`src/rtl/bc_solver_pkg.sv`:
```
// bc_pkg: shared types and helpers for the bulls-and-cows guessing solver.
//   bc_state_e   - solver FSM states
//   NUM_CAND     - number of two-digit candidates (00..99)
//   LAST_CAND    - highest candidate value
//   bc_hist_t    - one recorded (guess, bulls, cows) response
//   split_digits - binary 0..99 -> {tens[3:0], ones[3:0]}
package bc_pkg;

  typedef enum logic [2:0] {
    IDLE   = 3'd0,
    SEARCH = 3'd1,
    EMIT   = 3'd2,
    WAIT   = 3'd3,
    DONE   = 3'd4,
    FAIL   = 3'd5
  } bc_state_e;

  localparam int         NUM_CAND  = 100;
  localparam logic [7:0] LAST_CAND = 8'(NUM_CAND - 1);

  typedef struct packed {
    logic       valid;
    logic [7:0] guess;
    logic [2:0] bulls;
    logic [2:0] cows;
  } bc_hist_t;

  // Inputs are always 0..99, so the quotient fits in the upper nibble.
  function automatic logic [7:0] split_digits(input logic [7:0] v);
    return ((v / 8'd10) << 4) | (v % 8'd10);
  endfunction

endpackage

```
`src/rtl/bc_solver_score_ref.sv`:
```
// bc_score_ref: combinational bulls/cows scorer for one (secret, guess) pair.
//   secret_i [7:0] - secret as binary 0..99
//   guess_i  [7:0] - guess as binary 0..99
//   bulls_o  [2:0] - bulls 0..2
//   cows_o   [2:0] - cows 0..2
// The checks are a priority chain; order matters for repeated digits.
import bc_pkg::*;

module bc_score_ref (
  input  logic [7:0] secret_i,
  input  logic [7:0] guess_i,
  output logic [2:0] bulls_o,
  output logic [2:0] cows_o
);

  logic [7:0] s_dig;
  logic [7:0] g_dig;
  logic [3:0] s_t, s_o, g_t, g_o;

  assign s_dig = split_digits(secret_i);
  assign g_dig = split_digits(guess_i);
  assign s_t   = s_dig[7:4];
  assign s_o   = s_dig[3:0];
  assign g_t   = g_dig[7:4];
  assign g_o   = g_dig[3:0];

  always_comb begin
    bulls_o = 3'd0;
    cows_o  = 3'd0;
    if (g_t == s_t && g_o == s_o) begin
      bulls_o = 3'd2;
    end else if (g_t == s_t || g_o == s_o) begin
      bulls_o = 3'd1;
    end else if ((g_t == s_o && g_o != s_t) || (g_o == s_t && g_t != s_o)) begin
      cows_o = 3'd1;
    end else if (g_t == s_o && g_o == s_t) begin
      cows_o = 3'd2;
    end
  end

endmodule

```
`src/rtl/bc_solver.sv`:
```
// bc_solver: guessing side of two-digit bulls-and-cows.
// Each guess is the lowest candidate consistent with every recorded response.
//   clk, rst            - clock, asynchronous active-high reset
//   start               - begin a game from IDLE/DONE/FAIL
//   guess, guess_valid  - guess offered; transfer on guess_valid && guess_ready
//   guess_ready         - consumer accepts guess
//   resp_valid          - response strobe, sampled only in WAIT
//   bulls, cows         - response for the last accepted guess
//   busy, done, fail    - status; done/fail held until start or rst
//   solution            - winning guess while done
//   tries               - guesses accepted this game
//   dbg_state           - current FSM state (bc_state_e encoding)
// Handshake: guess_valid stays high with guess stable until a cycle where
// guess_ready is also high; that cycle is the transfer and guess_valid drops
// on the next cycle. resp_valid is a one-cycle strobe honoured only in WAIT.
// Build option: BC_SOLVER_DISTINCT_EN excludes candidates with equal digits.
import bc_pkg::*;

module bc_solver #(
  parameter int MAX_TRIES = 10,
  parameter int TRY_W     = 4
) (
  input  logic             clk,
  input  logic             rst,
  input  logic             start,
  output logic [7:0]       guess,
  output logic             guess_valid,
  input  logic             guess_ready,
  input  logic             resp_valid,
  input  logic [2:0]       bulls,
  input  logic [2:0]       cows,
  output logic             busy,
  output logic             done,
  output logic             fail,
  output logic [7:0]       solution,
  output logic [TRY_W-1:0] tries,
  output logic [2:0]       dbg_state
);

  bc_state_e        state_q, state_d;
  logic [7:0]       cand_q, guess_q, solution_q;
  logic [TRY_W-1:0] tries_q;
  logic             done_q, fail_q;
  bc_hist_t         hist_q [MAX_TRIES];

  logic [MAX_TRIES-1:0] entry_ok;
  logic                 eligible, consistent;
  logic [7:0]           scan_last;

  // One scorer per history slot: the candidate plays the secret.
  for (genvar i = 0; i < MAX_TRIES; i++) begin : g_chk
    logic [2:0] sb, sc;
    bc_score_ref u_score (
      .secret_i (cand_q),
      .guess_i  (hist_q[i].guess),
      .bulls_o  (sb),
      .cows_o   (sc)
    );
    assign entry_ok[i] = !hist_q[i].valid ||
                         (sb == hist_q[i].bulls && sc == hist_q[i].cows);
  end

`ifdef BC_SOLVER_DISTINCT_EN
  logic [7:0] cand_dig;
  assign cand_dig  = split_digits(cand_q);
  assign eligible  = (cand_dig[7:4] != cand_dig[3:0]);
  // 99 can never be eligible, so the scan ends one earlier.
  assign scan_last = LAST_CAND - 8'd1;
`else
  assign eligible  = 1'b1;
  assign scan_last = LAST_CAND;
`endif

  assign consistent = eligible && (&entry_ok);

  logic start_ok, resp_win, at_limit, cand_end, guess_end;
  assign start_ok  = start && (state_q == IDLE || state_q == DONE || state_q == FAIL);
  assign resp_win  = (bulls == 3'd2);
  assign at_limit  = (tries_q == TRY_W'(MAX_TRIES));
  assign cand_end  = (cand_q == scan_last);
  assign guess_end = (guess_q == scan_last);

  // State register
  always_ff @(posedge clk or posedge rst) begin
    if (rst) state_q <= IDLE;
    else     state_q <= state_d;
  end

  // Next-state logic
  always_comb begin
    state_d = state_q;
    case (state_q)
      IDLE, DONE, FAIL: if (start_ok) state_d = SEARCH;
      SEARCH: begin
        if (consistent)    state_d = EMIT;
        else if (cand_end) state_d = FAIL;
      end
      EMIT: if (guess_ready) state_d = WAIT;
      WAIT: begin
        if (resp_valid) begin
          if (resp_win)                   state_d = DONE;
          else if (at_limit || guess_end) state_d = FAIL;
          else                            state_d = SEARCH;
        end
      end
      default: state_d = IDLE;
    endcase
  end

  // FSM outputs
  always_comb begin
    busy        = (state_q == SEARCH) || (state_q == EMIT) || (state_q == WAIT);
    guess_valid = (state_q == EMIT);
    dbg_state   = state_q;
  end

  // Datapath
  always_ff @(posedge clk or posedge rst) begin
    if (rst) begin
      cand_q     <= 8'd0;
      guess_q    <= 8'd0;
      solution_q <= 8'd0;
      tries_q    <= '0;
      done_q     <= 1'b0;
      fail_q     <= 1'b0;
      for (int i = 0; i < MAX_TRIES; i++) hist_q[i] <= '0;
    end else begin
      case (state_q)
        IDLE, DONE, FAIL: begin
          if (start_ok) begin
            cand_q     <= 8'd0;
            tries_q    <= '0;
            done_q     <= 1'b0;
            fail_q     <= 1'b0;
            solution_q <= 8'd0;
            for (int i = 0; i < MAX_TRIES; i++) hist_q[i] <= '0;
          end
        end
        SEARCH: begin
          if (consistent)    guess_q <= cand_q;
          else if (cand_end) fail_q  <= 1'b1;
          else               cand_q  <= cand_q + 8'd1;
        end
        EMIT: if (guess_ready) tries_q <= tries_q + 1'b1;
        WAIT: begin
          if (resp_valid) begin
            // tries already counts this guess, so its slot is tries-1.
            for (int i = 0; i < MAX_TRIES; i++) begin
              if (TRY_W'(i) == tries_q - 1'b1)
                hist_q[i] <= '{valid: 1'b1, guess: guess_q, bulls: bulls, cows: cows};
            end
            if (resp_win) begin
              done_q     <= 1'b1;
              solution_q <= guess_q;
            end else if (at_limit || guess_end) begin
              fail_q <= 1'b1;
            end else begin
              // Everything at or below the last guess is already eliminated.
              cand_q <= guess_q + 8'd1;
            end
          end
        end
        default: ;
      endcase
    end
  end

  assign guess    = guess_q;
  assign done     = done_q;
  assign fail     = fail_q;
  assign solution = solution_q;
  assign tries    = tries_q;

endmodule

```
`config.mk`:
```
export PLATFORM = sky130hd
export DESIGN_NAME = bc_solver
export DESIGN_NICKNAME = d
export VERILOG_FILES = /design/src/rtl/bc_solver_pkg.sv /design/src/rtl/bc_solver_score_ref.sv /design/src/rtl/bc_solver.sv
export SDC_FILE = /design/constraint.sdc
export NUM_CORES = 1
export LEC_CHECK = 0
export CAP_MARGIN = 20
export CELL_PAD_IN_SITES_DETAIL_PLACEMENT = 1
export CELL_PAD_IN_SITES_GLOBAL_PLACEMENT = 1
export CORE_ASPECT_RATIO = 0.6
export CORE_MARGIN = 2
export CORE_UTILIZATION = 50
export CTS_CLUSTER_DIAMETER = 60
export CTS_CLUSTER_SIZE = 30
export DETAILED_ROUTE_END_ITERATION = 16
export PLACE_DENSITY = 0.95
export SKIP_CTS_REPAIR_TIMING = 1
export SYNTH_ARGS = -nofsm -noshare
export SYNTH_HDL_FRONTEND = slang
export SYNTH_SLANG_ARGS = --single-unit
```
`constraint.sdc`:
```
create_clock -name clk -period 12.72 [get_ports clk]
set_clock_uncertainty 0.1 [all_clocks]
set_input_delay 3.18 -clock clk [delete_from_list [all_inputs] [get_ports clk]]
set_output_delay 3.18 -clock clk [all_outputs]
set_load 0.005 [all_outputs]
```
# Yosys cells after proc, flatten, opt, wreduce, memory -nomap -nowiden
# Cells that the tools add are included.
[word_totals]
ramBits = 0
word_cells = 426
latch_bits = 0
reg_bits = 183
memories = 0
in_bits = 11
rom_bits = 0
[classes]
reduce_logical = 119
n_mux = 104
n_mul = 0
eq_ne = 119
shifts = 0
n_addsub = 4
magnitude_cmp = 0
n_div = 22
n_bitwise = 11
[op_table]
columns = ["operator", "n"]
rows = [
  ["150-bit 2-to-1 mux", 2],
  ["150-bit one-hot mux with 2 select lines", 1],
  ["4-bit == test", 40],
  ["15-bit 2-to-1 mux", 10],
  ["3-bit 2-to-1 mux", 37],
  ["8-bit by 4-bit divider with 8-bit output (second input constant)", 11],
  ["8-bit by 4-bit remainder unit with 8-bit output (second input constant)", 11],
  ["8-bit bitwise OR", 11],
  ["4-bit inequality test", 20],
  ["8-bit 2-to-1 mux", 8],
  ["3-bit == test", 20],
  ["1-bit logical AND", 51],
  ["4-bit AND reduction", 12],
  ["2-bit 2-to-1 mux", 20],
  ["1-bit logical OR", 35],
  ["2-bit by 1-bit inequality test with 1-bit output (second input constant)", 12],
  ["8-bit one-hot mux with 3 select lines", 1],
  ["1-bit 2-to-1 mux", 18],
  ["8-bit by 1-bit adder with 8-bit output (second input constant)", 2],
  ["3-bit by 4-bit == test with 1-bit output (first input constant)", 4],
  ["8-bit by 7-bit == test with 1-bit output (second input constant)", 2],
  ["2-bit inequality test (second input constant)", 8],
  ["8-bit one-hot mux with 2 select lines", 1],
  ["7-bit AND reduction", 2],
  ["other kinds (24)", 40],
]

# Longest topological paths before layout
# Gate-level depths: netlist of run 1.
[logic_depth]
depth_word = 14
ltp_mapped = 25
ltp_nobuf = 21

# Cells and area by module
# From an unflattened synthesis of run 1, not the netlist that was laid out.
[hier_totals]
cells_unflattened = 3259
area_unflattened_um2 = 25254.2
[modules_own_cells]
columns = ["module", "area_each_um2", "n_inst", "cells_per_inst", "seq_area_each_um2"]
rows = [
  ["bc_score_ref", 1687.9, 10, 239, 0.0],
  ["bc_solver", 8375.5, 1, 869, 4579.4],
]

# Least setup slack after synthesis of run 1
# Ideal clock, no wire load.
[synth_timing]
path_kind = "flip-flop to flip-flop"
start = "register cand_q[5]"
end = "register cand_q[0]"
period_less_slack_ns = 5.384
t_arrival_ns = 5.188
setup_time_ns = 0.096
path_buffers = 5
required_time_ns = 12.524
path_stages_with_launch = 24
path_slack_ns = 7.336
path_cell_list = "dfrtp_1 -> clkbuf_1 -> or3b_2 -> o221a_2 -> o221ai_1 -> nor3_1 -> buf_2 -> maj3_1 -> o21bai_1 -> buf_4 -> buf_6 -> xnor2_1 -> nor4_1 -> ha_1 -> xnor2_1 -> a31oi_1 -> o32ai_1 -> nand3_1 -> a2111oi_0 -> nand3_1 -> a31oi_1 -> clkbuf_1 -> o21ai_0 -> o31ai_1"
[synth_via]
elab_chain_len = 14
elab_cells_between_ends = 228
cone_classes = "div: 2; eq/ne: 83; mux: 60; bitwise: 1; reduce/logical: 82"
[synth_lines]
columns = ["element", "line_no", "text"]
rows = [
  ["from (decl)", "bc_solver.sv:41", "logic [7:0] cand_q, guess_q, solution_q;"],
  ["from (signal assigned)", "bc_solver.sv:142", "else cand_q <= cand_q + 8'd1;"],
  ["from (signal assigned)", "bc_solver.sv:159", "cand_q <= guess_q + 8'd1;"],
  ["8-bit by 4-bit remainder unit with 8-bit output or 8-bit by 4-bit divider with 8-bit output (tied branches)", "bc_solver_pkg.sv:30", "return ((v / 8'd10) << 4) | (v % 8'd10);"],
  ["8-bit bitwise OR", "bc_solver_pkg.sv:30", ""],
  ["4-bit == test or 4-bit inequality test (tied branches)", "bc_solver_score_ref.sv:34, bc_solver_score_ref.sv:36", ""],
  ["1-bit logical AND (on tied branches)", "bc_solver_score_ref.sv:36, bc_solver_score_ref.sv:34", ""],
  ["2-bit 2-to-1 mux or 1-bit logical OR (tied branches)", "bc_solver_score_ref.sv:36, bc_solver_score_ref.sv:34", ""],
  ["3-bit 2-to-1 mux", "bc_solver_score_ref.sv:34", "end else if ((g_t == s_o && g_o != s_t) || (g_o == s_t && g_t != s_o)) begin"],
  ["3-bit 2-to-1 mux", "bc_solver_score_ref.sv:32", "end else if (g_t == s_t || g_o == s_o) begin"],
  ["3-bit 2-to-1 mux", "bc_solver_score_ref.sv:30", "if (g_t == s_t && g_o == s_o) begin"],
  ["3-bit == test", "bc_solver.sv:60", "(sb == hist_q[i].bulls && sc == hist_q[i].cows);"],
  ["1-bit logical AND", "bc_solver.sv:60", ""],
  ["1-bit logical OR", "bc_solver.sv:59", "assign entry_ok[i] = !hist_q[i].valid ||"],
  ["10-bit AND reduction", "bc_solver.sv:74", "assign consistent = eligible && (&entry_ok);"],
  ["2-bit inequality test (no line)", "-", ""],
  ["7-bit AND reduction (no line) (*)", "-", ""],
]
# Every way passes the cells marked *; elsewhere a longest branch is shown, timed or not.
# A chain may end at the register's enable or synchronous reset.

# Final worst setup path of run 1
[layout_timing]
start = "register cand_q[6]"
end = "register guess_q[7], in the netlist guess[7]"
[layout_via]
elab_chain_len = 12
elab_cells_between_ends = 224
cone_classes = "div: 2; eq/ne: 80; mux: 60; bitwise: 1; reduce/logical: 81"
[layout_lines]
columns = ["element", "line_no", "text"]
rows = [
  ["8-bit by 4-bit remainder unit with 8-bit output or 8-bit by 4-bit divider with 8-bit output (tied branches)", "bc_solver_pkg.sv:30", ""],
  ["8-bit bitwise OR (*)", "bc_solver_pkg.sv:30", ""],
  ["4-bit == test or 4-bit inequality test (tied branches)", "bc_solver_score_ref.sv:34, bc_solver_score_ref.sv:36", ""],
  ["1-bit logical AND (on tied branches)", "bc_solver_score_ref.sv:36, bc_solver_score_ref.sv:34", ""],
  ["2-bit 2-to-1 mux or 1-bit logical OR (tied branches)", "bc_solver_score_ref.sv:36, bc_solver_score_ref.sv:34", ""],
  ["3-bit 2-to-1 mux", "bc_solver_score_ref.sv:34", ""],
  ["3-bit 2-to-1 mux", "bc_solver_score_ref.sv:32", ""],
  ["3-bit 2-to-1 mux", "bc_solver_score_ref.sv:30", ""],
  ["3-bit == test", "bc_solver.sv:60", ""],
  ["1-bit logical AND", "bc_solver.sv:60", ""],
  ["1-bit logical OR", "bc_solver.sv:59", ""],
  ["11-bit AND reduction (no line) (*)", "-", ""],
  ["to (signal assigned)", "bc_solver.sv:140", "if (consistent) guess_q <= cand_q;"],
  ["to (decl)", "bc_solver.sv:41", ""],
]
# Marks and branches as above.

==> flow_metrics.tcl, run 1 <==
set metrics [dict create \
    cp-start-kind "flop" \
    wl_um 63360 \
    synth_area_leaders "dfrtp_1 (28%), o21ai_0 (6.9%), xnor2_1 (6.4%), xor2_1 (5.8%), nand2_1 (5.1%)" \
    io_pins 38 \
    synthMuxAreaShare 0.02151 \
    clockBufferDepth 2 \
    fin_ws_ps 5198 \
    numCtsBuffers 17 \
    combinationalPowerShare 0.576 \
    synthXorXnorAreaFrac 0.1220 \
    io_buffers 37 \
    track_usage 0.3756 \
    critPathMaxFanout 26 \
    cts.htree.levels 4 \
    hpwl_um 41130 \
    synthArstFlopShare 1.000 \
    intPower_mw 1.693 \
    setup_tns_ps 0 \
    ys_warn_count 0 \
    cpPeakStageDelay_ps 850 \
    required_ps 12980 \
    antenna_cells 0 \
    clkTransAtPathRegs_ps 70 \
    firstDrtPassIters 6 \
    pre_cts_ws_ps 5581 \
    synth_commonest_cells "o21ai_0 (225), nand2_1 (220), dfrtp_1 (183)" \
    setup_violations 0 \
    status "finished, final reports clean" \
    crit_buf_inv 2 \
    peakVddDrop_uv 127.8 \
    clkSinkCount 183 \
    tritoncts "done" \
    path_cells "nand2b_1 > nor3b_1 > a211oi_4 > buf_4 > xor2_1 > nor4_1 > or4_4 > nor2_2 > buf_4 > xor2_1 > nor4_1 > ha_1 > nor4bb_1 > a31oi_1 > o32ai_1 > nand3_1 > a2111oi_0 > nand4_1 > mux2_2" \
    worst_skew_pair.late_latency_ps 490 \
    max_slew.worst_pin.slew_ps 1110 \
    seqPwrFrac 0.262 \
    report.final.slew_viol_count 0 \
    synth-edff-count 0 \
    dieArea_mm2 0.03395 \
    critical_path.endpoint_type "flop" \
    rsz0062_at_grt "no" \
    synthesis.instances 2085 \
    grt_pass1_wl_um 100400 \
    ys_seq_elements 183 \
    ys_seq_area_frac 0.2822 \
    worstSetupPathType "reg -> reg" \
    synth_top_area_share 0.2822 \
    p_per_area_mw_per_mm2 197.0 \
    cap_violations 0 \
    layout-drive-gt1-share 0.05232 \
    syn_nets 2138 \
    p_leak_nw 6.768 \
    fin_nets 2066 \
    syn_area_mm2 0.01623 \
    grt_start_max_net_pins 71 \
    max_freq_ghz 0.1329 \
    drtIter0Drc 1744 \
    p_switching_mw 1.717 \
    cp_top_family "simple AND/OR/NAND/NOR gates" \
    synth_top_family_by_area "simple AND/OR/NAND/NOR gates" \
    cp.arrival_ps 7780 \
    synthSimpleGateAreaFrac 0.2461 \
    initial_utilization 0.5045 \
    grt_overflow 0 \
    slowest_stage "dfrtp_1" \
    antenna_found_initial 2 \
    via_per_inst 6.999 \
    cts-root-buf "clkbuf_16" \
    area_growth_pct 6.732 \
    synth_top_cell_by_area "dfrtp_1" \
    period_minus_slack_ps 7522 \
    finalCritPeriodShare 0.5914 \
    ys.flop_type "dfrtp_1" \
    route.vias.total 17150 \
    switching_share 0.5035 \
    coreArea_mm2 0.03216 \
    synth-adder-area-share 0.03732 \
    die_w_um 236.6 \
    wl_per_cell_um 25.86 \
    grt_pass1_vias 17650 \
    ant_nets 0 \
    p_clk_frac 0.162 \
    die_h_um 143.5 \
    synth.avg_cell_area_um2 7.782 \
    synth-compound-area-share 0.2377 \
    maxSlewHeadroom 0.2578 \
    min_path_type "reg -> reg" \
    drc_errors 0 \
    finalHoldViolCount 0 \
    place_congestion 0.8997 \
    yosysMostFrequentCell "o21ai_0" \
    synth_cell_type_count 82 \
    row_count 51 \
]
## final timing paths
path | from | end | slack, ps | cells after the start
worst max-delay path | cand_q[6]$_DFFE_PP0P_ | guess[7]$_DFFE_PP0P_ | 5200 | 19
worst min-delay path | hist_q[109]$_DFFE_PP0P_ | hist_q[109]$_DFFE_PP0P_ | 410 | 2
worst max register to register | cand_q[6]$_DFFE_PP0P_ | guess[7]$_DFFE_PP0P_ | 5200 | 19
worst min register to register | hist_q[109]$_DFFE_PP0P_ | hist_q[109]$_DFFE_PP0P_ | 410 | 2
max in group asynchronous | rst | hist_q[74]$_DFFE_PP0P_ | 7430 | 4
min in group asynchronous | rst | cand_q[2]$_DFFE_PP0P_ | 3060 | 2
## area by class of cell
| type | count | area (um^2) |
|---|---|---|
| Clock inverter | 15 | 138.9 |
| Timing Repair Buffer | 69 | 605.6 |
| Clock buffer | 17 | 425.4 |
| Tap cell | 424 | 530.5 |
| Multi-Input combinational cell | 1686 | 10820 |
| Fill cell | 3946 | 14840 |
| Inverter | 56 | 215.2 |
| Sequential cell | 183 | 4579 |
## power groups by stage
stage	sequential, mW	combinational [mW]	clock (mW)
6_report	0.892	1.97	0.554
5_1_grt	0.905	2.10	0.570
4_1_cts	0.881	1.90	0.551
3_5_place_dp	0.885	1.83	0
3_3_place_gp	0.866	1.67	0
2_1_floorplan	0.784	1.38	0
## cells by family (layout without fill, tap and decap cells)
group / after synthesis / in the layout
fa+ha+maj: 50 / 50
flops: 183 / 183
mux: 33 / 33
buf+inv: 216 / 157
simple gates: 775 / 775
xor+xnor: 226 / 226
compound gates: 602 / 602
## routing by layer
| layer | wire length [um] | vias up | global-route usage |
|---|---|---|---|
| met1 | 25780 | 8520 | 0.4798 |
| met2 | 28290 | 950 | 0.5904 |
| met3 | 6197 | 275 | 0.09739 |
| met5 | 26 | - | 0 |
| li1 | - | 7399 | - |
| met4 | 3065 | 4 | 0.1955 |
## placed cells by master (no fill, tap or decap), drive strengths merged, types with 13 or more instances in the layout
cell type,netlist,layout
nor2,138,138
xor2,107,107
clkdlybuf4s50,0,37
nand2,220,220
nand4,30,30
nor4bb,13,13
o31ai,15,15
ha,42,42
nand2b,55,55
nand3b,17,17
mux2i,18,18
nor3b,17,17
o22ai,16,16
a21oi,101,101
a31oi,37,37
mux2,15,15
dfrtp,183,183
buf,28,31
a211o,13,13
o211ai,19,19
nor4,36,36
and4,17,17
xnor2,119,119
o21ai,229,229
nor2b,49,49
nor3,40,40
clkbuf,132,18
nand3,98,98
inv,55,60
a211oi,16,16
## flip-flops by register name (all words and copies together), names as in the netlist
name	flops
cand_q	8
dbg_state	3
done	1
fail	1
guess	8
hist_q	150
solution	8
tries	4
## stage by stage
| step | utilization | total power, mW | std cells | cell area (um^2) | hold slack (ps) |
|---|---|---|---|---|---|
| after floorplan | - | 2.160 | 2085 | 16230 | 362.0 |
| after global placement | 0.5199 | 2.539 | 2413 | 16720 | 380.5 |
| after detailed placement | 0.5199 | 2.713 | 2413 | 16720 | 393.2 |
| after CTS | 0.5375 | 3.331 | 2445 | 17290 | 410.9 |
| after global routing | 0.5385 | 3.576 | 2450 | 17320 | 430.3 |
| final | 0.5385 | 3.411 | 2450 | 17320 | 412.6 |
## worst register-to-register path, delay by kind of cell (launching register included)
family,cells,cell delay [ps]
flops,1,850
simple gates,9,3310
buf+inv,2,700
xor+xnor,2,710
compound gates,4,930
mux,1,540
fa+ha+maj,1,270
(Power assumes the default switching activity.)
==> run 2, diff against run 1 <==
Settings changed: CORE_UTILIZATION 50 to 44, PLACE_DENSITY 0.95 to 0.9.
Clock period 12.72 ns to 6.9 ns, I/O delays scaled along.
==> run 2 against run 1 <==
Compared with the run above: core utilization is 5.5 points lower; global-route usage is 7.4 points lower; final cell count is 2.6% higher; wire length is 7.7% lower; non-clock buffer count is 11 higher; via count is 2.9% lower; combinational power is 81% higher; largest power group unchanged.
==> flow_metrics.tcl, run 2 (synthesized netlist as in run 1, its figures left out) <==
set metrics [dict create \
    wl_met3_um 4978 \
    clockBufferDepth 2 \
    grt_overflow 0 \
    grt_pass1_vias 16660 \
    critical_path.endpoint_type "flop" \
    area_growth_pct 8.282 \
    grt_start_max_net_pins 96 \
    layout_common_cells "o21ai_0 (225), nand2_1 (220), dfrtp_1 (180)" \
    setup_tns_ps 0 \
    top_register "hist_q" \
    met2_length_um 25820 \
    worstSetupPathType "reg -> reg" \
    critPathMaxFanout 15 \
    max_freq_ghz 0.1524 \
    worstHoldStart "hist_q[79]$_DFFE_PP0P_" \
    wl_per_cell_um 23.26 \
    period_minus_slack_ps 6564 \
    required_ps 7170 \
    fin_nets 2077 \
    report.final.slew_viol_count 0 \
    die_h_um 152.7 \
    antenna_cells 0 \
    drtIter0Drc 1749 \
    highest_layer "met5" \
    clkTransAtPathRegs_ps 80 \
    nFillCells 4384 \
    via_per_inst 6.626 \
    finalCritPeriodShare 0.9512 \
    worst-r2r-cell-count 22 \
    route.vias.total 16650 \
    row_count 54 \
    status "finished, final reports clean" \
    io_buffers 37 \
    place_congestion 0.8954 \
    rsz0062_at_grt "no" \
    cts-root-buf "clkbuf_16" \
    cp-start-kind "flop" \
    finalHoldViolCount 0 \
    coreArea_mm2 0.03635 \
    numCtsBuffers 17 \
    rr_startpoint "hist_q[25]$_DFFE_PP0P_" \
    hpwl_um 39790 \
    grt_pass1_wl_um 93210 \
    clkSinkCount 183 \
    antenna_found_initial 2 \
    tritoncts "done" \
    met1_length_um 25910 \
    fin_ws_ps 336.4 \
    p_per_area_mw_per_mm2 357.7 \
    min_path_cells 2 \
    largest_register_ffs 150 \
    min_path_type "reg -> reg" \
    pre_cts_ws_ps 487.1 \
    firstDrtPassIters 7 \
    final_common_cell "o21ai_0" \
    track_usage 0.3019 \
    design_power_total_mw 6.285 \
    wl_um 58460 \
    drc_errors 0 \
    crit_path_start "hist_q[25]$_DFFE_PP0P_" \
    maxSlewHeadroom 0.2681 \
    ant_nets 0 \
    cts.htree.levels 4 \
    cp.arrival_ps 6830 \
    worst_skew_pair.late_latency_ps 470 \
    io_pins 38 \
    p_leak_nw 6.874 \
    initial_utilization 0.4464 \
    die_w_um 251.9 \
    peakVddDrop_uv 240.3 \
    setup_violations 0 \
    cap_violations 0 \
    dieArea_mm2 0.03848 \
    max_slew.worst_pin.slew_ps 1095 \
    layout-drive-gt1-share 0.05940 \
    final_util 0.4833 \
]
run 2: changes by cell type in the layout (fill, tap and decap cells not counted), moves of 2 or more:
| cell | previous run | this run |
|---|---|---|
| dfrtp_2 | 0 | 3 |
| inv_8 | 1 | 6 |
| buf_4 | 30 | 40 |
| inv_6 | 5 | 2 |
| clkinvlp_4 | 5 | 2 |
| dfrtp_1 | 183 | 180 |
| buf_6 | 0 | 2 |
| bufinv_16 | 0 | 3 |
run 2: final cells by class:
class	instances	area, um^2	share of cell area
Sequential cell	183	4583	0.2609
Tap cell	476	595.6	0.03390
Clock buffer	17	425.4	0.02421
Timing Repair Buffer	80	713.2	0.04059
Multi-Input combinational cell	1686	10830	0.6162
Clock inverter	15	209.0	0.01189
Inverter	56	217.7	0.01239
run 2: layer usage:
metal  vias up  GRT usage
li1       7442          -
met1      8390     0.4172
met2       654     0.4620
met3       158    0.07482
met4         6    0.09946
met5         -          0
run 2: critical path, cell delays in order, from the launching register on:
cell      delay, ps
dfrtp_1         610
nor2b_1         210
a22o_1          270
a211o_1         320
nor2_1          460
xor2_1          260
ha_1            310
a21oi_1          70
o311ai_0        400
a21boi_0        500
xnor2_1         120
nor4_1          380
ha_1            340
xnor2_1         220
a31oi_1         130
o211ai_1        310
nand4_1         150
nor2_1          240
nand3_1         240
a31oi_1         230
buf_4           230
o21ai_0         140
a22o_1          190
run 2: worst paths after layout:
| check | to | slack [ps] |
|---|---|---|
| min in group asynchronous | hist_q[70]$_DFFE_PP0P_ | 1660 |
| setup / recovery | cand_q[6]$_DFFE_PP0P_ | 340 |
| hold / removal | hist_q[79]$_DFFE_PP0P_ | 400 |
| max in group asynchronous | hist_q[98]$_DFFE_PP0P_ | 3740 |
| setup reg to reg | cand_q[6]$_DFFE_PP0P_ | 340 |
| hold reg to reg | hist_q[79]$_DFFE_PP0P_ | 400 |
run 2: through the flow:
step	std cells	area [um^2]	hold slack, ps
2_1_floorplan	2085	16230	362.0
3_3_place_gp	2479	16910	382.2
3_5_place_dp	2479	16910	390.3
4_1_cts	2511	17540	407.5
5_1_grt	2513	17570	436.1
6_report	2513	17570	400.9
run 2: power by group:
| group | internal, mW | total [mW] | switching, mW |
|---|---|---|---|
| Combinational | 1.41 | 3.56 | 2.16 |
| Clock | 0.588 | 1.11 | 0.523 |
| Sequential | 1.27 | 1.61 | 0.337 |
==> run 3, diff against run 2 <==
Settings changed: ABC_AREA set to 1, CORE_UTILIZATION 44 to 41, PLACE_DENSITY 0.9 to 0.89.
==> run 3 against run 2 <==
Compared with the run above: cell area shrank 5.9%; core utilization shrank 2.5 points; sequential share of layout area grew 1.6 points; highest routed layer is now met4.
==> flow_metrics.tcl, run 3 <==
set metrics [dict create \
    syn_area_mm2 0.01490 \
    hold_ws_ps 389.0 \
    report.final.slew_viol_count 0 \
    critical_path.endpoint_type "flop" \
    period_minus_slack_ps 6394 \
    critPathMaxFanout 19 \
    min_path_type "reg -> reg" \
    slowest_stage "dfrtp_2" \
    fin_cells 2856 \
    initial_utilization 0.4129 \
    grt_overflow 0 \
    synth_top_cell_by_area "dfrtp_1" \
    via_per_inst 5.588 \
    fin_nets 2419 \
    coreArea_mm2 0.03608 \
    nFillCells 4865 \
    p_per_area_mw_per_mm2 273.9 \
    multiInputGateArea_mm2 0.008871 \
    route.vias.total 15960 \
    setup_violations 0 \
    ant_nets 0 \
    drc_errors 0 \
    worst_skew_pair.late_latency_ps 480 \
    grt_pass1_wl_um 86230 \
    grt_start_max_net_pins 98 \
    place_congestion 0.9314 \
    rsz0062_at_grt "no" \
    numCtsBuffers 17 \
    ys.flop_type "dfrtp_1" \
    synth_top_area_share 0.3074 \
    max_slew.worst_pin.slew_ps 1228 \
    synth_commonest_cells "nand2_1 (806), inv_1 (331), nand3_1 (247)" \
    cpPeakStageDelay_ps 480 \
    io_pins 38 \
    pre_cts_ws_ps -9.707 \
    worstSetupPathType "reg -> reg" \
    finalHoldViolCount 0 \
    required_ps 7130 \
    io_buffers 37 \
    peakVddDrop_uv 214.0 \
    layout_common_cells "nand2_1 (805), inv_1 (330), nand3_1 (247)" \
    cap_violations 0 \
    layout-drive-gt1-share 0.05549 \
    cp-start-kind "flop" \
    path_common_cell "nand2_1" \
    setup_tns_ps 0 \
    wl_per_cell_um 19.20 \
    synth-edff-count 0 \
    clkSinkCount 183 \
    syn_nets 2391 \
    synthesis.instances 2338 \
    cts.htree.levels 4 \
    design_power_total_mw 4.528 \
    track_usage 0.2912 \
    cp.arrival_ps 6620 \
    clkTransAtPathRegs_ps 80 \
    synth_cell_type_count 44 \
    placed_cells 2820 \
    hpwl_um 39800 \
    p_leak_nw 8.729 \
    firstDrtPassIters 5 \
    grt_pass1_vias 16210 \
    register_area_mm2 0.004582 \
    final_common_cell "nand2_1" \
    clockBufferDepth 2 \
    finalCritPeriodShare 0.9266 \
    drtIter0Drc 1095 \
    synth_area_leaders "dfrtp_1 (31%), nand2_1 (20%), inv_1 (8.3%), nand3_1 (8.3%), o21ai_0 (6.0%)" \
    row_count 54 \
    top_register "hist_q" \
    antenna_found_initial 0 \
    fin_ws_ps 506.2 \
    final_area_mm2 0.01653 \
    ys_warn_count 0 \
    die_h_um 151.7 \
    area_growth_pct 10.93 \
    ys_seq_area_frac 0.3074 \
    synthArstFlopShare 1.000 \
    place_area_mm2 0.01581 \
    largest_register_ffs 150 \
    max_freq_ghz 0.1564 \
    ys_seq_elements 183 \
    synth.avg_cell_area_um2 6.372 \
    cts-root-buf "clkbuf_16" \
    final_util 0.4581 \
    tritoncts "done" \
    dieArea_mm2 0.03793 \
    maxSlewHeadroom 0.1783 \
    wl_um 54840 \
    status "finished, final reports clean" \
    yosysMostFrequentCell "nand2_1" \
    die_w_um 250.1 \
]
## run 3: power breakdown
group / internal, mW / leakage (nW) / switching, mW
sequential: 1.17 / 2.53 / 0.0887
combinational: 0.678 / 5.90 / 1.54
clock: 0.521 / 0.298 / 0.529
total: 2.37 / 8.73 / 2.15
## run 3: final timing paths
| kind | slack [ps] | end | depth (start not counted) | start |
|---|---|---|---|---|
| setup / recovery | 510 | cand_q[1]$_DFFE_PP0P_ | 38 | cand_q[5]$_DFFE_PP0P_ |
| hold / removal | 390 | hist_q[62]$_DFFE_PP0P_ | 2 | hist_q[62]$_DFFE_PP0P_ |
| setup reg to reg | 510 | cand_q[1]$_DFFE_PP0P_ | 38 | cand_q[5]$_DFFE_PP0P_ |
| hold reg to reg | 390 | hist_q[62]$_DFFE_PP0P_ | 2 | hist_q[62]$_DFFE_PP0P_ |
| max in group asynchronous | 3880 | cand_q[6]$_DFFE_PP0P_ | 3 | rst |
| min in group asynchronous | 1670 | done$_DFFE_PP0P_ | 2 | rst |
## run 3: logic make-up after synthesis
family | Yosys count | share of synthesized area
AO/OA/AOI/OAI | 278 | 0.1037
XOR/XNOR | 115 | 0.06761
adder cells (fa/ha/maj) | 42 | 0.03527
flip-flops | 183 | 0.3074
AND/OR/NAND/NOR | 1329 | 0.3847
buffers and inverters | 391 | 0.1013
## run 3: worst max-delay path, delay by kind of cell (launching register included)
family                   cells  cell delay, ps
AO/OA/AOI/OAI                3             410
adder cells (fa/ha/maj)      1             230
XOR/XNOR                     1             150
flip-flops                   1             480
buffers and inverters        7            1240
AND/OR/NAND/NOR             26            3620
## run 3: cell type report
cell class / count / share of cell area
antenna: 1 / 0.0001514
clock buffer: 17 / 0.02574
multi-input combinational: 1764 / 0.5368
clock inverter: 15 / 0.01067
tap: 476 / 0.03604
sequential: 183 / 0.2772
timing repair buffer: 61 / 0.03535
inverter: 339 / 0.07805
## run 3: layer usage
metal	track usage	vias up	part of all wire
li1	-	7517	-
met1	0.3912	7855	0.46
met2	0.4608	486	0.44
met3	0.07550	101	0.077
met4	0.09162	0	0.027
met5	0	-	0
